--- src/rtl/iter_pkg.sv ---
// Shared types for the iteration controller: FSM state encoding and helpers.
package iter_pkg;

    localparam int STATE_W = 2;

    typedef enum logic [STATE_W-1:0] {
        S_IDLE   = 2'd0,
        S_LOAD   = 2'd1,
        S_RUN    = 2'd2,
        S_FINISH = 2'd3
    } iter_state_e;

    function automatic logic is_busy(iter_state_e s);
        return (s == S_LOAD) || (s == S_RUN);
    endfunction

endpackage

--- src/rtl/iter_if.sv ---
// Handshake bundle between a run requester, the iteration controller and its counter.
interface iter_if #(parameter int SIZE = 8);

    logic            start;
    logic            stall;
    logic            abort;
    logic [SIZE-1:0] last;
    logic [SIZE-1:0] cnt;
    logic            rsc;
    logic            ce;
    logic            ld;
    logic            busy;
    logic            done;

    modport master (
        output start, stall, abort, last, cnt,
        input  rsc, ce, ld, busy, done
    );

    modport slave (
        input  start, stall, abort, last, cnt,
        output rsc, ce, ld, busy, done
    );

endinterface

--- src/rtl/iter_counter.sv ---
// Downstream iteration counter: synchronous clear has priority over count enable.
module iter_counter #(
    parameter int SIZE = 8
) (
    input  logic            clk,
    input  logic            rst_n,
    input  logic            rsc,
    input  logic            ce,
    output logic [SIZE-1:0] cnt
);

    always_ff @(posedge clk or negedge rst_n) begin
        if (!rst_n)
            cnt <= '0;
        else if (rsc)
            cnt <= '0;
        else if (ce)
            cnt <= cnt + SIZE'(1);
    end

endmodule

--- src/rtl/iter_unit.sv ---
// Integration top pairing the iteration controller with its counter.
module iter_unit #(
    parameter int SIZE = 8
) (
    input  logic            clk,
    input  logic            rst_n,
    input  logic            start,
    input  logic            stall,
    input  logic            abort,
    input  logic [SIZE-1:0] last,
    output logic [SIZE-1:0] cnt,
    output logic            rsc,
    output logic            ce,
    output logic            ld,
    output logic            busy,
    output logic            done
);

    iter_if #(.SIZE(SIZE)) bus ();
    logic [SIZE-1:0] cnt_q;

    assign bus.start = start;
    assign bus.stall = stall;
    assign bus.abort = abort;
    assign bus.last  = last;
    assign bus.cnt   = cnt_q;

    iter_controller #(.SIZE(SIZE)) u_ctrl (
        .clk   (clk),
        .rst_n (rst_n),
        .bus   (bus)
    );

    iter_counter #(.SIZE(SIZE)) u_cnt (
        .clk   (clk),
        .rst_n (rst_n),
        .rsc   (bus.rsc),
        .ce    (bus.ce),
        .cnt   (cnt_q)
    );

    assign cnt  = cnt_q;
    assign rsc  = bus.rsc;
    assign ce   = bus.ce;
    assign ld   = bus.ld;
    assign busy = bus.busy;
    assign done = bus.done;

endmodule

--- src/rtl/iter_controller.sv ---
// Sequences one counting run: clear/load, count N enabled cycles, pulse done.
//   state  | meaning
//   IDLE   | waiting for start
//   LOAD   | clear counter, strobe operand load
//   RUN    | counting, ce = ~stall & ~abort
//   FINISH | one-cycle done, may chain into LOAD
module iter_controller
    import iter_pkg::*;
#(
    parameter int SIZE = 8
) (
    input  logic  clk,
    input  logic  rst_n,
    iter_if.slave bus
);

    iter_state_e     state;
    iter_state_e     state_nxt;
    logic [SIZE-1:0] n_q;
    logic [SIZE-1:0] term;
    logic            run_ce;
    logic            hit;
    logic            rsc_q;
    logic            ld_q;
    logic            busy_q;
    logic            done_q;

    // N_q is never 0 while in RUN; the guard keeps the compare from wrapping.
    assign term   = (n_q != '0) ? (n_q - SIZE'(1)) : '0;
    assign run_ce = (state == S_RUN) && !bus.stall && !bus.abort;
    assign hit    = run_ce && (bus.cnt == term);

    always_comb begin
        state_nxt = state;
        case (state)
            S_IDLE:   if (bus.start) state_nxt = S_LOAD;
            S_LOAD: begin
                if (bus.abort)       state_nxt = S_IDLE;
                else if (n_q != '0)  state_nxt = S_RUN;
                else                 state_nxt = S_FINISH;
            end
            S_RUN: begin
                if (bus.abort)       state_nxt = S_IDLE;
                else if (hit)        state_nxt = S_FINISH;
            end
            S_FINISH: state_nxt = bus.start ? S_LOAD : S_IDLE;
            default:  state_nxt = S_IDLE;
        endcase
    end

    // Moore outputs are registered from the next state so they align with it.
    always_ff @(posedge clk or negedge rst_n) begin
        if (!rst_n) begin
            state  <= S_IDLE;
            n_q    <= '0;
            rsc_q  <= 1'b0;
            ld_q   <= 1'b0;
            busy_q <= 1'b0;
            done_q <= 1'b0;
        end else begin
            state <= state_nxt;
            if (((state == S_IDLE) || (state == S_FINISH)) && bus.start)
                n_q <= bus.last;
            rsc_q  <= (state_nxt == S_LOAD);
            ld_q   <= (state_nxt == S_LOAD);
            busy_q <= is_busy(state_nxt);
            done_q <= (state_nxt == S_FINISH);
        end
    end

    assign bus.rsc  = rsc_q | ((state == S_RUN) & bus.abort);
    assign bus.ce   = run_ce;
    assign bus.ld   = ld_q;
    assign bus.busy = busy_q;
    assign bus.done = done_q;

endmodule

--- config.mk ---
export PLATFORM = sky130hd
export DESIGN_NAME = iter_unit
export DESIGN_NICKNAME = d
export VERILOG_FILES = /design/src/rtl/iter_pkg.sv /design/src/rtl/iter_if.sv /design/src/rtl/iter_counter.sv /design/src/rtl/iter_unit.sv /design/src/rtl/iter_controller.sv
export SDC_FILE = /design/constraint.sdc
export NUM_CORES = 1
export LEC_CHECK = 0
export ABC_CLOCK_PERIOD_IN_PS = 8000
export CORE_MARGIN = 3
export CORE_UTILIZATION = 45
export DETAILED_ROUTE_END_ITERATION = 7
export PLACE_DENSITY = 0.72
export SYNTH_ARGS = -nofsm -noshare
export SYNTH_HDL_FRONTEND = slang
export SYNTH_SLANG_ARGS = --single-unit
export TNS_END_PERCENT = 20
--- constraint.sdc ---
create_clock -name clk -period 8 [get_ports clk]
set_clock_uncertainty 0.15 [all_clocks]
set_input_delay 1.6 -clock clk [delete_from_list [all_inputs] [get_ports clk]]
set_output_delay 1.6 -clock clk [all_outputs]
set_load 0.02 [all_outputs]
# Yosys cells after proc, flatten, opt, wreduce, memory -nomap -nowiden
# Index checks and enable logic that the tools add are counted.
# W data, S select, Z words.
# totals
wordCells	38
ff_bits	21
out_inout_bits	13
input_bits	13
# op_classes
eq_ne	7
bitwise_logic	2
n_addsub	2
n_reduce_logical	11
mux	10
# ops
cell	n
$mux W8	3
$add A8 B1 Y8 const B	1
$eq A2 B2 Y1 const B	4
$eq A8 B8 Y1	1
$mux W2	4
$pmux W2 S4	1
$reduce_bool A8 Y1	1
$sub A8 B1 Y8 const B	1
$eq A2 B1 Y1 const B	2
$logic_and A1 B1 Y1	4
$logic_not A1 Y1	2
$logic_not A2 Y1	1
$logic_or A1 B1 Y1	2
$mux W1	2
$reduce_bool A2 Y1	1
$and A1 B1 Y1	1
$or A1 B1 Y1	1

# Depth between registers and ports, before layout
# Gate-level depths: netlist of the first run.
# depth
depth_word	9
mapped_depth	10

# Modules after synthesis
# From an unflattened synthesis of the first run, not the netlist that was laid out.
# hier_totals
hier_cells	136
hier_area_um2	1320.0
# modules_own_cells
module	area_each_um2	cells_each	n_inst
iter_controller	923.4	99	1
iter_counter	396.6	37	1

# Worst setup path before layout of the first run
# Ideal clock, no wire load.
# synth_path
path_kind	input port to output port
startpoint	input abort
endpoint	output ce
setup_slack_ns	3.943
n_path_buf	0
path_stages	2
t_arrival_ns	2.307
t_required_ns	6.250
path_cell_list	nand2b_1 > nor2_1
# synth_between
elab_chain_cells	2
# synth_lines
element	line_no	source
start, declared	iter_unit.sv:9	input logic abort,
$logic_not A1 Y1	iter_controller.sv:30	assign run_ce = (state == S_RUN) && !bus.stall && !bus.abort;
$logic_and A1 B1 Y1	iter_controller.sv:30	
end, declared	iter_unit.sv:13	output logic ce,
# Every way passes these cells.

# Final worst setup path of the first run
# Ends and elaborated chain as after synthesis.

==> results of run 1 <==
[flip-flops by register name, summed over array words and instances, names as in the netlist]
signal and count:
u_cnt.cnt 8, u_ctrl.n_q 8, u_ctrl.state 2, u_ctrl.bus.busy 1
u_ctrl.bus.done 1, u_ctrl.rsc_q 1
[per-layer routing]
metal / share of wire / routed length [um]
met1: 0.47 / 1200
met2: 0.47 / 1210
met3: 0.056 / 144
met4: 0.0031 / 8
met5: 0 / 0
[power breakdown]
part           switching [mW]  internal [mW]
clock                  0.0333         0.0191
sequential             0.0404          0.138
combinational           0.116          0.105
[layout make-up]
type,count,area share
inverter,8,0.0192
tap,30,0.0240
clock inverter,1,0.00481
sequential,21,0.337
clock buffer,3,0.0144
timing repair buffer,25,0.160
multi-input combinational,97,0.441
[worst max-delay path, cell delays in order]
cell	delay [ps]
clkdlybuf4s50_1	430
nand2b_1	240
nor2_1	420
clkdlybuf4s50_1	700
[final timing paths]
path | endpoint | slack [ps]
setup / recovery | ce | 2860
hold reg to reg | u_ctrl.n_q[4] | 460
setup reg to reg | u_ctrl.bus.busy | 4760
max in group asynchronous | u_ctrl.n_q[0] | 5470
min in group asynchronous | u_cnt.cnt[1] | 1650
hold / removal | u_ctrl.n_q[4] | 460
[stage by stage]
step           hold WS [ps]  setup slack [ps]  instance area, um2  utilization
2_1_floorplan           402              3940                1250            -
3_3_place_gp            428              2930                1530        0.596
3_5_place_dp            435              2850                1530        0.596
4_1_cts                 464              2850                1560        0.608
5_1_grt                 500              2750                1560        0.608
6_report                463              2860                1560        0.608
[cells by family (layout without fill, tap and decap cells)]
| kind of cell | count (synthesis) | count (layout) | synth area share |
|---|---|---|---|
| AND/OR/NAND/NOR | 44 | 44 | 0.191 |
| AO/OA/AOI/OAI | 28 | 28 | 0.150 |
| flip-flops | 21 | 21 | 0.420 |
| XOR/XNOR | 11 | 11 | 0.0770 |
| buffers and inverters | 10 | 37 | 0.0300 |
| adder cells (fa/ha/maj) | 8 | 8 | 0.0800 |
| multiplexers | 6 | 6 | 0.0520 |
[cell usage in the layout, fill, tap and decap left out, types with 2 or more instances in the layout]
cell type	instances
nor3_1	3
nor2_1	10
nor3b_1	3
o21ai_0	9
a21oi_1	5
clkbuf_4	3
a211oi_1	3
nand2b_1	2
dfrtp_1	21
clkdlybuf4s50_1	25
nand2_1	9
xor2_1	6
mux2_2	4
nor2b_1	2
mux2i_1	2
ha_1	8
nand4_1	3
xnor2_1	5
inv_1	8
or3_1	2
nand3_1	3
==> flow_metrics.env, run 1 <==
export IMPL_outcome="complete, no violations"
export IMPL_synth_common_cells="dfrtp_1, nor2_1, nand2_1, o21ai_0"
export IMPL_cts_resized_gates=0
export IMPL_maxSlewHeadroom=0.370
export IMPL_synth_edf_count=0
export IMPL_cts_root_buffer="clkbuf_4"
export IMPL_rsz0062_at_grt="false"
export IMPL_grtUsageTotal=0.162
export IMPL_portBuffers=25
export IMPL_cp_start_kind="input port"
export IMPL_grt_max_degree=22
export IMPL_viasPerCell=5.66
export IMPL_nFillCells=227
export IMPL_layout_cells_non_filler=185
export IMPL_fin_nets=177
export IMPL_grt_pass1_vias=1009
export IMPL_antenna_cells=0
export IMPL_r2r_start="u_ctrl.n_q[0]"
export IMPL_routed_via_count=1048
export IMPL_synth_area_top_cells="dfrtp_1, ha_1, xor2_1"
export IMPL_met3_usage=0.0548
export IMPL_critPathCaptureType="primary output"
export IMPL_clkSinkCount=21
export IMPL_path_clk_slew_ps=110
export IMPL_cts_buffers=3
export IMPL_fp_row_count=18
export IMPL_fmax_mhz=195
export IMPL_design_power_total_uw=453
export IMPL_ir_worst_vdd_v=0.000184
export IMPL_dp_hpwl_um=1990
export IMPL_start_util=0.487
export IMPL_cts_tree="built"
export IMPL_seq_area_frac_synth=0.420
export IMPL_core_um2=2570
export IMPL_fin_crit_sh=0.642
export IMPL_min_path_cells=2
export IMPL_synth_top_cell_by_area="dfrtp_1"
export IMPL_path_max_fanout=8
export IMPL_drt_iter0_markers=51
export IMPL_top_usage_layer="met2"
export IMPL_io_pins=26
export IMPL_syn_cell_area_um2=1250
export IMPL_crit_required_ps=6250
export IMPL_synthesis_nets=149
export IMPL_place_congestion=0.759
export IMPL_min_period_ps=5140
export IMPL_yosysMostFrequentCell="dfrtp_1"
export IMPL_layout_drive_gt1_share=0.0774
export IMPL_startpoint="abort"
export IMPL_dp_cells=181
export IMPL_synth_cell_types=38
export IMPL_syn_avg_cell_area_um2=9.78
export IMPL_ff_latch_area_um2=526
export IMPL_multi_input_area_um2=688
export IMPL_critPathArrivalTime_ps=3390
export IMPL_tightest_slew_ps=942
export IMPL_slew_viol_final=0
export IMPL_drt_total_wl_um=2560
export IMPL_drc=0
export IMPL_ff2ff_path_depth=10
export IMPL_insertion_delay_ps=310
export IMPL_min_from="u_ctrl.n_q[4]"
export IMPL_hold_buffers=0
export IMPL_dr_pass1_iters=4
export IMPL_setup_tns_ps=0
export IMPL_path_class="in2out"
export IMPL_grt_overflow_total=0
export IMPL_ys_ff_latch=21
export IMPL_htreeDepth=1
export IMPL_fp_dieH_um=58.7
export IMPL_maxCapViolations=0
export IMPL_hold_viol=0
export IMPL_setup_viol=0
export IMPL_synth_ff_type="dfrtp_1"
export IMPL_synth_cells=128
export IMPL_power_density_nw_per_um2=290
export IMPL_die_area_um2=3450
export IMPL_yosysWarnings=0
export IMPL_die_w_um=58.7
export IMPL_met2_usage=0.273
export IMPL_hp_class="reg2reg"
export IMPL_cts_setup_buffers=0
export IMPL_post_synth_top_area_fraction=0.420
export IMPL_async_reset_ff_frac=1.00
export IMPL_grt_pass1_wl_um=4370
export IMPL_wl_per_cell_um=13.8
export IMPL_antenna_left=0
export IMPL_areaGrowthSynthToFinish_pct=24.8
export IMPL_leakage_nw=0.657
export IMPL_antenna_found_initial=0
export IMPL_use_met1=0.207
export IMPL_cts_max_path_buffers=2
No activity file was read; power rests on OpenSTA's default activity.
==> run 2, diff against run 1 <==
--- a/config.mk
+++ b/config.mk
@@ -5,7 +5,7 @@
 export SDC_FILE = /design/constraint.sdc
 export NUM_CORES = 1
 export LEC_CHECK = 0
-export ABC_CLOCK_PERIOD_IN_PS = 8000
+export ABC_CLOCK_PERIOD_IN_PS = 4800
 export CORE_MARGIN = 3
 export CORE_UTILIZATION = 45
 export DETAILED_ROUTE_END_ITERATION = 7
==> constraint.sdc (replaced) <==
create_clock -name clk -period 4.8 [get_ports clk]
set_clock_uncertainty 0.15 [all_clocks]
set_input_delay 0.96 -clock clk [delete_from_list [all_inputs] [get_ports clk]]
set_output_delay 0.96 -clock clk [all_outputs]
set_load 0.02 [all_outputs]
==> run 2 against run 1 <==
  * Clock power increased by 59%
  * Final area decreased by 0.24%
  * Combinational power increased by 67%
  * Worst setup slack got worse by 1900 ps
==> flow_metrics.env, run 2 (synthesis results as in run 1) <==
export IMPL_insertion_delay_ps=290
export IMPL_slowest_stage="clkdlybuf4s50_1"
export IMPL_areaGrowthSynthToFinish_pct=24.5
export IMPL_drc=0
export IMPL_grt_pass1_vias=986
export IMPL_fin_nets=177
export IMPL_power_density_nw_per_um2=483
export IMPL_reg_top3="u_cnt.cnt (8), u_ctrl.n_q (8), u_ctrl.state (2)"
export IMPL_dp_hpwl_um=1970
export IMPL_grtUsageTotal=0.166
export IMPL_hp_class="reg2reg"
export IMPL_layout_drive_gt1_share=0.0710
export IMPL_cts_root_buffer="clkbuf_4"
export IMPL_slew_viol_final=0
export IMPL_ir_worst_vdd_v=0.000297
export IMPL_clkSinkCount=21
export IMPL_antenna_found_initial=0
export IMPL_grt_pass1_wl_um=4500
export IMPL_leakage_nw=0.658
export IMPL_antenna_cells=0
export IMPL_outcome="complete, no violations"
export IMPL_die_area_um2=3450
export IMPL_final_cell_mix="clkdlybuf4s50_1, dfrtp_1, nor2_1"
export IMPL_tightest_slew_ps=936
export IMPL_die_w_um=58.7
export IMPL_hold_slack_ps=468
export IMPL_path_max_fanout=8
export IMPL_cts_tree="built"
export IMPL_dr_pass1_iters=4
export IMPL_maxCapViolations=0
export IMPL_slowest_delay_ps=700
export IMPL_drt_total_wl_um=2560
export IMPL_portBuffers=25
export IMPL_path_clk_slew_ps=110
export IMPL_htreeDepth=1
export IMPL_cts_buffers=3
export IMPL_nFillCells=235
export IMPL_fin_crit_sh=0.801
export IMPL_path_class="in2out"
export IMPL_place_congestion=0.773
export IMPL_cts_resized_gates=0
export IMPL_io_pins=26
export IMPL_cts_setup_buffers=0
export IMPL_grt_overflow_total=0
export IMPL_setup_tns_ps=0
export IMPL_crit_required_ps=3690
export IMPL_rsz0062_at_grt="false"
export IMPL_grt_max_degree=22
export IMPL_setup_viol=0
export IMPL_cpMostUsedCell="clkdlybuf4s50_1"
export IMPL_drt_iter0_markers=17
export IMPL_cp_start_kind="input port"
export IMPL_fp_row_count=18
export IMPL_maxSlewHeadroom=0.374
export IMPL_hold_viol=0
export IMPL_critPathArrivalTime_ps=2730
export IMPL_start_util=0.487
export IMPL_routed_via_count=1011
export IMPL_path_cells="clkdlybuf4s50_1, nand2b_1, nor2_1, clkdlybuf4s50_1"
export IMPL_viasPerCell=5.46
export IMPL_fmax_mhz=260
export IMPL_min_period_ps=3840
export IMPL_hold_buffers=0
export IMPL_critPathCaptureType="primary output"
export IMPL_final_common_cell="clkdlybuf4s50_1"
export IMPL_cts_max_path_buffers=2
export IMPL_wl_per_cell_um=13.9
export IMPL_fp_dieH_um=58.7
export IMPL_core_um2=2570
export IMPL_antenna_left=0
-- run 2: cell types whose count changed in the layout (fill, tap and decap cells not counted), sizes merged --
cell / previous run / this run
clkinvlp: 1 / 0
clkbuf: 3 / 4
-- run 2: critical path: cells and delay by family --
| family | cells | cell delay [ps] |
|---|---|---|
| buf+inv | 2 | 1120 |
| simple gates | 2 | 660 |
-- run 2: metrics by stage --
step | std cells | total power, mW | util | instance area [um2] | worst slack [ps]
floorplan | 128 | 0.563 | - | 1250 | 1830
global placement | 181 | 0.660 | 0.596 | 1530 | 1010
detailed placement | 181 | 0.674 | 0.596 | 1530 | 972
CTS | 185 | 0.762 | 0.607 | 1560 | 965
global route | 185 | 0.825 | 0.607 | 1560 | 833
finish | 185 | 0.752 | 0.607 | 1560 | 956
-- run 2: metal layers --
metal / up-vias / track usage / wire (um)
met5: - / 0 / 0
met4: 0 / 0.0388 / 15
met3: 2 / 0.0351 / 100
met2: 18 / 0.270 / 1200
met1: 478 / 0.227 / 1250
li1: 513 / - / -
-- run 2: path summary, 6_finish.rpt --
path                       cells after the start  slack [ps]          start              end
min                                            2         470  u_ctrl.n_q[4]    u_ctrl.n_q[4]
min in group asynchronous                      1        1030          rst_n    u_ctrl.n_q[2]
max                                            4         960          abort               ce
max reg2reg                                   10        1580  u_ctrl.n_q[0]  u_ctrl.bus.busy
max in group asynchronous                      1        2910          rst_n     u_cnt.cnt[1]
min reg2reg                                    2         470  u_ctrl.n_q[4]    u_ctrl.n_q[4]
-- run 2: final cells by class --
cell class	instances	area (um2)	share of cell area
Multi-Input combinational cell	97	688	0.442
Sequential cell	21	526	0.337
Timing Repair Buffer	25	250	0.161
Tap cell	30	37.5	0.0241
Inverter	8	30.0	0.0193
Clock buffer	4	26.3	0.0169
-- run 2: report_power, final --
group / internal, mW / leakage [nW] / switching, mW
clock network: 0.0323 / 0.0150 / 0.0510
logic: 0.176 / 0.370 / 0.194
registers: 0.231 / 0.272 / 0.0688
==> run 3, diff against run 2 <==
--- a/config.mk
+++ b/config.mk
@@ -5,11 +5,11 @@
 export SDC_FILE = /design/constraint.sdc
 export NUM_CORES = 1
 export LEC_CHECK = 0
-export ABC_CLOCK_PERIOD_IN_PS = 4800
+export ABC_CLOCK_PERIOD_IN_PS = 3300
 export CORE_MARGIN = 3
 export CORE_UTILIZATION = 45
 export DETAILED_ROUTE_END_ITERATION = 7
-export PLACE_DENSITY = 0.72
+export PLACE_DENSITY = 0.74
 export SYNTH_ARGS = -nofsm -noshare
 export SYNTH_HDL_FRONTEND = slang
 export SYNTH_SLANG_ARGS = --single-unit
==> constraint.sdc (replaced) <==
create_clock -name clk -period 3.3 [get_ports clk]
set_clock_uncertainty 0.15 [all_clocks]
set_input_delay 0.66 -clock clk [delete_from_list [all_inputs] [get_ports clk]]
set_output_delay 0.66 -clock clk [all_outputs]
set_load 0.02 [all_outputs]
==> run 3 against run 2 <==
  * First-iteration DRC count is 76% higher
  * Routed wire length increased by 3.9%
  * Hold slack got worse by 2.2 ps
  * Combinational power rose by 58%
  * Critical path type unchanged
  * Critical endpoint unchanged
==> flow_metrics.env, run 3 (synthesis results as in run 1) <==
export IMPL_tightest_slew_ps=921
export IMPL_fin_crit_sh=0.947
export IMPL_die_w_um=58.7
export IMPL_cts_root_buffer="clkbuf_4"
export IMPL_final_common_cell="clkdlybuf4s50_1"
export IMPL_ff2ff_setup_slack_ps=330
export IMPL_grt_pass1_wl_um=4510
export IMPL_drc=0
export IMPL_ff2ff_path_depth=10
export IMPL_slew_viol_final=0
export IMPL_p_sw_frac=0.413
export IMPL_drt_iter0_markers=30
export IMPL_drt_total_wl_um=2660
export IMPL_routed_via_count=1046
export IMPL_fmax_mhz=320
export IMPL_layout_cells_non_filler=190
export IMPL_path_max_fanout=6
export IMPL_critPathArrivalTime_ps=2320
export IMPL_antenna_cells=0
export IMPL_dr_pass1_iters=4
export IMPL_htreeDepth=1
export IMPL_dp_hpwl_um=2070
export IMPL_crit_required_ps=2490
export IMPL_fp_dieH_um=58.7
export IMPL_io_pins=26
export IMPL_outcome="complete, no violations"
export IMPL_grt_overflow_total=0
export IMPL_final_cell_mix="clkdlybuf4s50_1, dfrtp_1, nor2_1"
export IMPL_layout_drive_gt1_share=0.106
export IMPL_die_area_um2=3450
export IMPL_critPathCaptureType="primary output"
export IMPL_grt_max_degree=22
export IMPL_clkSinkCount=21
export IMPL_setup_ws_ps=174
export IMPL_fp_row_count=18
export IMPL_timing_rr_end="u_ctrl.bus.busy"
export IMPL_place_congestion=0.896
export IMPL_insertion_delay_ps=300
export IMPL_cts_setup_buffers=0
export IMPL_wl_per_cell_um=14.0
export IMPL_cp_start_kind="input port"
export IMPL_setup_tns_ps=0
export IMPL_cts_tree="built"
export IMPL_antenna_found_initial=0
export IMPL_portBuffers=25
export IMPL_antenna_left=0
export IMPL_start_util=0.487
export IMPL_hold_viol=0
export IMPL_placed_area_um2=1570
export IMPL_ir_worst_vdd_v=0.000473
export IMPL_intPower_uw=670
export IMPL_power_density_nw_per_um2=714
export IMPL_fin_nets=182
export IMPL_reg_top3="u_cnt.cnt (8), u_ctrl.n_q (8), u_ctrl.state (2)"
export IMPL_finalInstanceArea_um2=1600
export IMPL_grt_pass1_vias=1051
export IMPL_path_class="in2out"
export IMPL_post_place_ws_ps=154
export IMPL_clkPwrFrac=0.109
export IMPL_path_clk_slew_ps=110
export IMPL_seq_power_share=0.379
export IMPL_p_switching_uw=472
export IMPL_rsz0062_at_grt="false"
export IMPL_maxSlewHeadroom=0.384
export IMPL_areaGrowthSynthToFinish_pct=27.9
export IMPL_power_frac_comb=0.511
export IMPL_cts_max_path_buffers=2
export IMPL_dp_cells=186
export IMPL_min_from="u_ctrl.n_q[7]"
export IMPL_leakage_nw=0.685
export IMPL_hold_path_end="u_ctrl.n_q[7]"
export IMPL_hp_class="reg2reg"
export IMPL_maxCapViolations=0
export IMPL_viasPerCell=5.51
export IMPL_min_period_ps=3130
export IMPL_cts_buffers=3
export IMPL_r2r_start="u_ctrl.n_q[0]"
export IMPL_min_path_cells=1
export IMPL_core_um2=2570
export IMPL_setup_viol=0
export IMPL_hold_slack_ps=465
export IMPL_grtUsageTotal=0.168
export IMPL_hold_buffers=0
[run 3: cell types whose count changed in the layout (fill, tap and decap cells not counted)]
cell      delta
buf_4        +5
a211oi_1     -1
a211oi_2     +1
[run 3: cell type report]
class / instances / area, um2
clock buffer: 4 / 26.3
sequential: 21 / 526
timing repair buffer: 30 / 288
fill: 226 / 967
multi-input combinational: 97 / 693
inverter: 8 / 30.0
tap: 30 / 37.5
[run 3: metal layers]
| layer | vias to the layer above | track usage | share of wire |
|---|---|---|---|
| met5 | - | 0 | 0 |
| met4 | 0 | 0.0356 | 0.0068 |
| met3 | 2 | 0.0461 | 0.042 |
| met2 | 16 | 0.290 | 0.50 |
| met1 | 506 | 0.209 | 0.45 |
| li1 | 522 | - | - |
[run 3: what timing repair did]
action,in CTS,in global routing
setup endpoints to repair,0,1
gates resized for setup,0,1
hold endpoints to repair,0,0
[run 3: worst max-delay path, stage by stage]
cell and delay (ps):
clkdlybuf4s50_1 420, nand2b_1 230, nor2_1 330, clkdlybuf4s50_1 680
[run 3: worst max-delay path by stage]
| stage | from | slack (ps) | to |
|---|---|---|---|
| 2_1_floorplan | u_ctrl.n_q[0] | 470 | u_ctrl.bus.busy |
| 3_3_place_gp | abort | 210 | ce |
| 3_5_place_dp | abort | 150 | u_ctrl.bus.busy |
| 4_1_cts | u_ctrl.n_q[0] | 150 | u_ctrl.bus.busy |
| 5_1_grt | u_ctrl.n_q[0] | 40 | u_ctrl.bus.busy |
| 6_report | abort | 170 | ce |
[run 3: through the flow]
step            util  power (mW)
6_report       0.623        1.14
3_3_place_gp   0.611       0.997
4_1_cts        0.621        1.15
2_1_floorplan      -       0.819
3_5_place_dp   0.611        1.02
5_1_grt        0.623        1.24
[run 3: power groups by stage]
stage | Combinational (mW) | Clock, mW | Sequential, mW
after floorplan | 0.384 | 0 | 0.435
after global placement | 0.564 | 0 | 0.433
after detailed placement | 0.580 | 0 | 0.437
after CTS | 0.586 | 0.130 | 0.431
after global routing | 0.662 | 0.137 | 0.444
final | 0.584 | 0.125 | 0.433
